## config.mk

```make
export PLATFORM = sky130hd
export DESIGN_NAME = mac_feeder
export DESIGN_NICKNAME = d
export VERILOG_FILES = /design/src/rtl/mac_pkg.sv /design/src/rtl/mac_feeder.sv
export SDC_FILE = /design/constraint.sdc
export NUM_CORES = 1
export LEC_CHECK = 0
export CORE_UTILIZATION = 40
export DETAILED_ROUTE_END_ITERATION = 6
export PLACE_DENSITY_LB_ADDON = 0.08
export SLEW_MARGIN = 25
export SYNTH_ARGS = -nofsm -noshare
export SYNTH_HDL_FRONTEND = slang
export SYNTH_SLANG_ARGS = --single-unit
```

## constraint.sdc

```tcl
create_clock -name clk -period 2.19 [get_ports clk]
set_input_delay 0.657 -clock clk [delete_from_list [all_inputs] [get_ports clk]]
set_output_delay 0.657 -clock clk [all_outputs]
set_load 0.05 [all_outputs]
```

## src/rtl/mac_pkg.sv

```systemverilog
// mac_pkg: register map of the mac slave and the feeder FSM state type.
package mac_pkg;
    localparam int OPS_BASE    = 0;
    localparam int CTRL_ADDR   = 8;
    localparam int STATUS_ADDR = 9;
    localparam int RESULT_ADDR = 10;
    localparam int DONE_BIT    = 0;
    typedef enum logic [2:0] {
        IDLE, WR_OPS, WR_GO, POLL_RD, POLL_DATA, RES_RD, RES_DATA, OUT
    } feeder_state_t;
endpackage

```

## src/rtl/mac_feeder.sv

```systemverilog
// mac_feeder: Avalon-MM master that loads mac operands, starts a job, polls done and streams out the result.
module mac_feeder
    import mac_pkg::*;
#(
    parameter int DATA_W      = 32,
    parameter int ADDR_W      = 17,
    parameter int N_OPS       = 8,
    parameter int OPS_BASE    = mac_pkg::OPS_BASE,
    parameter int CTRL_ADDR   = mac_pkg::CTRL_ADDR,
    parameter int STATUS_ADDR = mac_pkg::STATUS_ADDR,
    parameter int RESULT_ADDR = mac_pkg::RESULT_ADDR,
    parameter int POLL_MAX    = 1024
) (
    input  logic              clk,
    input  logic              reset,
    input  logic              snk_valid,
    output logic              snk_ready,
    input  logic [DATA_W-1:0] snk_data,
    output logic              avm_chipselect,
    output logic              avm_read,
    output logic              avm_write,
    output logic [ADDR_W-1:0] avm_address,
    output logic [DATA_W-1:0] avm_writedata,
    input  logic [DATA_W-1:0] avm_readdata,
    input  logic              avm_waitrequest,
    output logic              src_valid,
    input  logic              src_ready,
    output logic [DATA_W-1:0] src_data,
    output logic              busy,
    output logic              timeout
);
    localparam int IDX_W = $clog2(N_OPS + 1);
    localparam int PC_W  = $clog2(POLL_MAX + 1);
    feeder_state_t     state;
    logic [IDX_W-1:0]  idx;
    logic [PC_W-1:0]   pc;
    logic              rd_q, wr_q;
    logic [ADDR_W-1:0] addr_q;
    logic [DATA_W-1:0] wdata_q;
    logic              in_ops;
    // Operand writes pass the sink stream straight through; every other request is registered.
    assign in_ops         = state == WR_OPS;
    assign snk_ready      = in_ops && !avm_waitrequest;
    assign avm_write      = in_ops ? snk_valid : wr_q;
    assign avm_read       = rd_q;
    assign avm_chipselect = avm_read | avm_write;
    assign avm_address    = in_ops ? ADDR_W'(OPS_BASE) + ADDR_W'(idx) : addr_q;
    assign avm_writedata  = in_ops ? snk_data : wdata_q;
    assign busy           = state != IDLE;
    always_ff @(posedge clk) begin
        if (!reset) begin
            state     <= IDLE;
            idx       <= '0;
            pc        <= '0;
            rd_q      <= 1'b0;
            wr_q      <= 1'b0;
            addr_q    <= '0;
            wdata_q   <= '0;
            src_valid <= 1'b0;
            src_data  <= '0;
            timeout   <= 1'b0;
        end else begin
            case (state)
                IDLE: begin
                    idx <= '0;
                    pc  <= '0;
                    if (snk_valid) state <= WR_OPS;
                end
                WR_OPS: if (snk_valid && !avm_waitrequest) begin
                    idx <= idx + IDX_W'(1);
                    if (idx == IDX_W'(N_OPS - 1)) begin
                        state   <= WR_GO;
                        wr_q    <= 1'b1;
                        addr_q  <= ADDR_W'(CTRL_ADDR);
                        wdata_q <= DATA_W'(1);
                    end
                end
                WR_GO: if (!avm_waitrequest) begin
                    state  <= POLL_RD;
                    wr_q   <= 1'b0;
                    rd_q   <= 1'b1;
                    addr_q <= ADDR_W'(STATUS_ADDR);
                end
                POLL_RD: if (!avm_waitrequest) begin
                    state <= POLL_DATA;
                    rd_q  <= 1'b0;
                    if (pc != PC_W'(POLL_MAX)) pc <= pc + PC_W'(1);
                end
                POLL_DATA: begin
                    if (avm_readdata[DONE_BIT]) begin
                        state  <= RES_RD;
                        rd_q   <= 1'b1;
                        addr_q <= ADDR_W'(RESULT_ADDR);
                    end else if (pc == PC_W'(POLL_MAX)) begin
                        state   <= IDLE;
                        timeout <= 1'b1;
                    end else begin
                        state  <= POLL_RD;
                        rd_q   <= 1'b1;
                        addr_q <= ADDR_W'(STATUS_ADDR);
                    end
                end
                RES_RD: if (!avm_waitrequest) begin
                    state <= RES_DATA;
                    rd_q  <= 1'b0;
                end
                RES_DATA: begin
                    state     <= OUT;
                    src_valid <= 1'b1;
                    src_data  <= avm_readdata;
                end
                OUT: if (src_ready) begin
                    state     <= IDLE;
                    src_valid <= 1'b0;
                end
                default: state <= IDLE;
            endcase
        end
    end
endmodule

```

# Yosys cells after proc, flatten, opt, wreduce, memory -nomap -nowiden

Index checks and enable logic that the tools add are counted.

Memory bits (read-only): 0
Bits of input ports: 69
Memory bits (writable): 0
Memories kept: 0
Bits in registers: 72
Output and inout port bits: 88
Bits in latches: 0

Div/mod/pow operators: 0
Mux-type cells: 34
Shifts and indexed selects: 0
Eq/ne operators: 20
Bitwise operators: 2
Add/sub/neg operators: 2
Reduce and logical (&&, ||, !) cells: 21
Multipliers: 0
$lt $le $gt $ge: 0

Operator list:

| cell                                                | count |
|---|---|
| two-way mux 17 bit                                  | 6 |
| case mux 17 bit (3 select lines)                    | 1 |
| two-way mux 32 bit                                  | 1 |
| two-way mux 3 bit                                   | 8 |
| case mux 3 bit (8 select lines)                     | 1 |
| two-way mux 11 bit                                  | 2 |
| case mux 11 bit (2 select lines)                    | 1 |
| != test 2 bit, second input constant                | 7 |
| equality test 3 bit, second input constant          | 4 |
| adder 11 x 1 -> 11 bit, second input constant       | 1 |
| equality test 11 bit, second input constant         | 1 |
| != test 11 bit, second input constant               | 1 |
| AND reduction 3 bit                                 | 3 |
| nonzero test 3 bit                                  | 3 |
| two-way mux 1 bit                                   | 8 |
| case mux 4 bit (2 select lines)                     | 1 |
| AND reduction 4 bit                                 | 2 |
| nonzero test 2 bit                                  | 4 |
| AND reduction 7 bit                                 | 1 |
| equality test 3 x 2 -> 1 bit, second input constant | 2 |
| AND reduction 5 bit                                 | 1 |
| adder 4 x 1 -> 4 bit, second input constant         | 1 |
| equality test 4 x 3 -> 1 bit, second input constant | 1 |
| two-way mux 4 bit                                   | 1 |
| other kinds (13)                                    | 17 |

# Logic depth before layout (Yosys ltp)

Depth after elaboration: 4
Gate-level depth with buffers: 7
Mapped depth without buffers: 6

# Worst setup path before layout

Ideal clock, no wire load.

Path type: register -> output
Start point: register state[1]
End point: output port avm_chipselect
Required time: 1.533 ns
Data arrival time: 1.755 ns
Cell stages (with the launch flop): 6
Path slack: -0.222 ns
Cells stage by stage: dfxtp_1 -> buf_4 -> buf_4 -> nor3_2 -> mux2_2 -> or2_1

Longest elaborated chain between the ends: 3

Ends and longest elaborated chain:

| item                         | line             | RTL |
|---|---|---|
| start: declaration           | mac_feeder.sv:34 | `feeder_state_t state;` |
| start signal: assignment     | mac_feeder.sv:52 | `state <= IDLE;` |
| start signal: assignment     | mac_feeder.sv:67 | `if (snk_valid) state <= WR_OPS;` |
| start signal: assignment     | mac_feeder.sv:72 | `state <= WR_GO;` |
| equality test 3 x 1 -> 1 bit | mac_feeder.sv:42 | `assign in_ops = state == WR_OPS;` |
| two-way mux 1 bit            | mac_feeder.sv:44 | `assign avm_write = in_ops ? snk_valid : wr_q;` |
| named net avm_write          | mac_feeder.sv:21 | `output logic avm_write,` |
| OR 1 bit                     | mac_feeder.sv:46 | `assign avm_chipselect = avm_read \| avm_write;` |
| end: declaration             | mac_feeder.sv:19 | `output logic avm_chipselect,` |

The timed path passes the listed nets, and every way through them passes these cells.

# Worst setup path in the final report

Start point: register state[2]
End point: output port avm_chipselect

Longest elaborated chain between the ends: 3

Ends and longest elaborated chain:

| item                         | line |
|---|---|
| equality test 3 x 1 -> 1 bit | mac_feeder.sv:42 |
| two-way mux 1 bit            | mac_feeder.sv:44 |
| OR 1 bit                     | mac_feeder.sv:46 |

No other way between the ends.

==> impl_results.md <==
- Number of global-route vias before repair: 3010
- Cell area after placement: just under 5000 um2
- DR iter-0 viols: 158
- Critical path arrival: 1.66 ns
- Largest net degree at the start of global routing: 52
- Min-Delay Path Class: register to register
- H-tree depth: 3
- Dpl ws: -0.222 ns
- CTS tree: built
- Slack of the critical path: -0.129 ns
- Post-Synthesis Cell Area: 2950 um2
- Worst Path Required: approximately 1.5 ns
- YS warnings: 0
- Detailed placement HPWL: approximately 6.6 mm
- Kind of start point of the critical path: register
- Area grow syn2layout: 83.9%
- R2r worst-path depth: 6
- Pwr dens: 737 nW/um2
- WL final: roughly 10 mm
- Vias: 3293
- CORE AREA: 6940 um2
- Slew headroom: 64.6%
- Reg2reg end: src_data[17]
- Run status: complete, but fails checks
- Hold Path End: src_data[8]
- Static Leak: 2.14 nW
- Height of the die: 87.9 um
- Clk_skew: 0.00675 ns
- CTS hold repair buffers: 0
- NumNets Final: 612
- Hold_sp: src_data[8]
- Synthesized area per cell: 7.75 um2
- Top post-synthesis cells by area: dfxtp_1 (39%), nand2_1 (11%), a21oi_1 (8.1%)
- First-pass GRT wire length: 14.3 mm
- Post-synth EDFFs: 0
- Die area: slightly below 8000 um2
- CTS Buf Count: 9
- Post-synthesis sequential area ratio: between 30% and 40%
- Clock buffer depth: 2
- Initial antenna violation count: 0
- Post-synth top area share: 39.3%
- GRT overflow: 0
- Post-Syn Instances: ~380
- Setup CP Type: register to output port
- # DRC: 0
- Seq cells post-synth: 58
- Worst slew pin tran: around 0.53 ns
- Chip Width: 87.9 um
- Hold Path Cell Cnt: 2
- # clock sinks: between 50 and 60
- Most common cell after layout, fill and taps aside: clkdlybuf4s50_1
- Reg2Reg Setup Slack: approximately 0.4 ns
- Input/output buffers: around 140
- Crit path max fanout: 3
- Detail Route Antenna Nets: 0
- N_diodes: 0
- Routability cong.: 0.857
- Fin crit share: 106%
- Most frequent cells in the layout: clkdlybuf4s50_1 (94), nand2_1 (79), dfxtp_1 (55)
- DRT Pass-1 Iters: 4
- GRT Total Usage: 23.9%
- Failing checks: negative setup slack
- Async S/R FF share, synth: 0%
- Worst setup EP type: output port
- Final Hold Viols: 0
- Final setup violation count: 32
- Max Transition Viols Final: 0
- Via-to-Cell Ratio: 5.14
- Starting Density: 42.5%
- Tmin final: 2.32 ns
- Maximum vdd drop: 0.422 mV
- Clock root buffer: clkbuf_8
- Biggest area consumer among synthesized cells: dfxtp_1
- Synth Flop Type: dfxtp_1
- RSZ-0062 raised after global routing: true
- Post-route cell area: ~5400 um2
- Worst r2r src: state[2]
- Fmax: around 430 MHz
- Share of layout cells above drive strength 1: 27.7%
- Max Cap Viol: 0
- Row count: 30
- Worst skew pair latency: 0.34 ns
- Wire per inst: 15.6 um
- Io pins: 157
- Worst-path clk slew: 0.07 ns
- Synth cell types: 55
==> how the worst max path moves through the flow <==
| stage | startpoint | endpoint | slack, ns | depth (start not counted) |
|---|---|---|---|---|
| after global routing | state[2] | avm_chipselect | -0.16 | 4 |
| after CTS | state[1] | avm_chipselect | -0.11 | 4 |
| after global placement | snk_valid | avm_chipselect | -0.22 | 4 |
| after floorplan | state[0] | avm_chipselect | 0.01 | 4 |
| final | state[2] | avm_chipselect | -0.13 | 4 |
| after detailed placement | snk_valid | avm_chipselect | -0.22 | 4 |
==> synthesized netlist by cell type, drive strengths merged, types with 2 or more instances <==
cell type  instances
a211oi             5
a21oi             48
a31o               3
a31oi              3
and2               3
and3              33
and4               2
buf               26
clkbuf            16
dfxtp             58
ha                 3
inv                5
mux2i              2
nand2             88
nand2b             3
nand3              6
nand4              4
nor2              15
nor2b              5
nor3               2
nor3b              3
nor4b              2
o2111a             2
o211ai             4
o21ai              9
o31ai              2
or2                2
or3                6
xnor2              2
xor2               3
==> through the flow <==
stage / util (%) / setup TNS, ns / power, mW / std cells / hold WS, ns
after floorplan: - / 0 / 2.07 / 393 / 0.437
after global placement: 70.3 / -1.08 / 2.83 / 613 / 0.441
after detailed placement: 70.3 / -1.44 / 2.85 / 613 / 0.447
after CTS: 73.3 / -0.249 / 3.76 / 630 / 0.456
after global routing: 78.2 / -3.03 / 4.16 / 641 / 0.466
final: 78.2 / -1.83 / 4.00 / 641 / 0.453
==> power breakdown <==
group	internal, mW	total (mW)	switching, mW
Combinational	0.972	2.02	1.04
Sequential	1.08	1.10	0.0239
Clock	0.435	0.885	0.450
Total	2.48	4.00	1.52
==> routing by layer <==
| layer | vias to the layer above | share of wire (%) | track usage, % |
|---|---|---|---|
| met3 | 21 | 6.5 | 5.47 |
| met2 | 126 | 51 | 40.8 |
| met1 | 1536 | 40 | 28.4 |
| met5 | - | 0 | 0 |
| met4 | 0 | 2.0 | 10.7 |
| li1 | 1610 | - | - |
==> registers in the layout (all words and copies together), names as in the netlist <==
name / count
src_valid: 1
wdata_q: 1
avm_read: 1
src_data: 32
timeout: 1
pc: 11
wr_q: 1
addr_q: 3
idx: 4
state: 3
==> critical path, cell delays in order, from the launching register on <==
cell     delay (ns)
dfxtp_2        0.36
nor3_4         0.23
mux2_4         0.34
or2_4          0.24
buf_8          0.15
==> timing repair <==
item	CTS	global route
gates cloned	0	3
gates resized for setup	11	57
pin swaps	1	7
endpoints found under the setup margin	8	12
buffers inserted	1	8
==> logic make-up (layout without fill, tap and decap cells) <==
group / count (synthesis) / after routing / share of synthesized area, %
adders and majority gates: 3 / 3 / 1.27
xor gates and xnor gates: 5 / 5 / 1.48
and+or+nand+nor: 180 / 180 / 30.8
muxes: 3 / 3 / 1.06
other: 1 / 13 / 0.127
buffers and inverters: 47 / 199 / 8.51
DFF: 58 / 58 / 39.3
AOI/OAI and AO/OA: 84 / 84 / 17.4
==> layout make-up <==
class                           instances  area [um2]
Inverter                                5        18.8
Timing Repair Buffer                  178        2150
Multi-Input combinational cell        288        1800
Tap cell                               96         120
Fill cell                             452        1510
Clock buffer                           11         141
Sequential cell                        58        1170
Clock inverter                          5        30.0
Note: power is estimated with default switching activity, not from simulation.
==> patch (same flow settings) <==
The parameter `POLL_MAX` goes from 1024 to 512.
--- a/src/rtl/mac_feeder.sv
+++ b/src/rtl/mac_feeder.sv
@@ -11,3 +11,3 @@
     parameter int RESULT_ADDR = mac_pkg::RESULT_ADDR,
-    parameter int POLL_MAX    = 1024
+    parameter int POLL_MAX    = 512
 ) (
Check against the original RTL: no difference found for any inputs over 4 cycles, from zero or initial values and one cycle with reset low; that may be too few to reach the edited logic, so the function may still have changed.
==> patch against the unedited design <==
The run still ends with setup timing left; cell area decreased by 3.2%; synthesized cell count decreased by 4.5%; power increased by 33%; critical endpoint unchanged; setup slack improved by 0.016 ns; critical path depth unchanged; routed wire length decreased by 6.2%; sequential cell count decreased by 1; synthesized area decreased by 0.97%.
==> patch: results <==
metrics = {
    "run_status": {
        "status": "finished, violations left",
        "violations": "setup timing",
    },
    "hold_path": {
        "hold_class": "register to register",
        "holdCritStartpoint": "src_data[3]$_SDFFE_PN0P_",
    },
    "yosys": {
        "synth_ff_type": "dfxtp_1",
        "async_flop_share": 0,
        "yosys_warnings": 0,
        "synth_area_um2": 2930,
        "synth_cell_types": 59,
        "ys_top_cells_by_area": "dfxtp_1 39%, nand2_1 10%, a21oi_1 8.0%",
        "synthCells": 364,
        "synth_seq_area_share": 0.390,
        "synthTopCellsByCount": "78 x nand2_1, 57 x dfxtp_1, 47 x a21oi_1, 34 x and3_1, 14 x buf_4",
    },
    "grt": {
        "gr-usage-all-layers": 0.242,
        "grt_max_degree": 43,
        "use_met2": 0.411,
        "grt_pass1_vias": 2907,
        "gr-usage-met1": 0.282,
        "grt_pass1_wl_mm": 14.2,
        "grt_use_met3": 0.0806,
        "antenna_found_initial": 0,
    },
    "cells_and_area": {
        "reg.largest.list": "src_data x32, pc x10, idx x4",
        "drive_gt1_frac": 0.225,
        "fin_nets": 595,
        "num_antenna_cells": 0,
    },
    "clocking": {
        "cts_buffers": 9,
        "htreeDepth": 3,
        "worstSkewPairLatency_ns": 0.34,
        "cts_root_buffer": "clkbuf_8",
        "clkTransAtPathRegs_ns": 0.06,
        "max-clock-path-buffers": 2,
    },
    "sta": {
        "setup_viol": 33,
        "fin_ws_ns": -0.113,
        "tightest_slew_ns": 0.542,
        "fin_skew_ns": 0.00857,
    },
    "worst_setup_path": {
        "crit_type": "register to primary output",
        "worstReg2RegStart": "state[1]$_SDFFE_PN0P_",
        "arrival_ns": 1.65,
        "worst-path-max-fanout": 3,
    },
    "placed_design": {
        "portBuffers": 143,
        "dp_worst_setup_slack_ns": -0.246,
        "dpl.hpwl_mm": 6.60,
        "gp_congestion": 0.785,
        "placed_cell_area_um2": 4830,
    },
    "power": {
        "ir_drop_v": 0.000532,
        "leakage_nw": 2.25,
    },
    "drt": {
        "drt-total-wl_mm": 9.38,
        "firstDrtPassIters": 4,
        "vias": 3201,
        "drt_iter0_drc": 162,
        "via_per_inst": 5.13,
    },
}
patch: cell types whose count changed in the layout (fill, tap and decap cells not counted), sizes merged, moves of 3 or more:
cell	unedited run	this run
buf	76	72
mux2	1	6
clkdlybuf4s50	94	90
nand3b	0	3
clkinv	3	6
or3	6	3
a211oi	5	1
dlymetal6s2s	4	8
and2	3	0
nor3b	3	0
nand2	88	78
patch: power breakdown:
| part | internal [mW] | switching (mW) | leakage, nW | total, mW |
|---|---|---|---|---|
| clock | 0.519 | 0.437 | 0.0998 | 0.956 |
| combinational | 1.57 | 1.69 | 1.69 | 3.26 |
| sequential | 1.08 | 0.0337 | 0.461 | 1.11 |
patch: cell families after synthesis:
group,count (synthesis),synth area share
DFF,57,0.390
xor gates and xnor gates,6,0.0180
and+or+nand+nor,163,0.293
muxes,10,0.0368
AOI/OAI and AO/OA,78,0.162
buffers and inverters,46,0.0868
adders and majority gates,3,0.0128
other,1,0.00128
patch: metrics by stage:
| stage | hold WS (ns) | setup TNS [ns] |
|---|---|---|
| after global routing | 0.475 | -2.81 |
| after detailed placement | 0.445 | -0.804 |
| after global placement | 0.437 | -0.556 |
| after CTS | 0.455 | -0.733 |
| final | 0.452 | -0.667 |
| after floorplan | 0.432 | 0 |
patch: worst paths after layout:
path,cells past startpoint,end,slack [ns]
hold reg to reg,2,src_data[3]$_SDFFE_PN0P_,0.45
hold / removal,2,src_data[3]$_SDFFE_PN0P_,0.45
setup / recovery,4,avm_chipselect,-0.11
setup reg to reg,6,pc[2]$_SDFFE_PN0P_,0.36
patch: timing repair:
action / 4_1_cts / 5_1_grt
resized for setup: 24 / 16
cloned: 0 / 3
buffers inserted: 4 / 3
pin swaps: 1 / 1
setup endpoints to repair: 40 / 47
patch: final cells by class:
type,instances,area (um^2)
inverter,8,32.5
tap,96,120
sequential,57,1150
multi-input combinational,273,1650
fill,507,1690
clock inverter,6,58.8
clock buffer,10,128
timing repair buffer,174,2120
patch: routing by layer:
metal / part of all wire / up-vias / routed length, um
met5: 0 / - / 0
li1: - / 1559 / -
met3: 0.081 / 16 / 760
met4: 0.017 / 0 / 157
met1: 0.40 / 1488 / 3720
met2: 0.51 / 138 / 4750
patch: worst max-delay path: stages, from the launching register on:
cell     delay (ns)
dfxtp_4        0.36
nor3_4         0.22
mux2_4         0.33
or2_4          0.25
buf_8          0.15
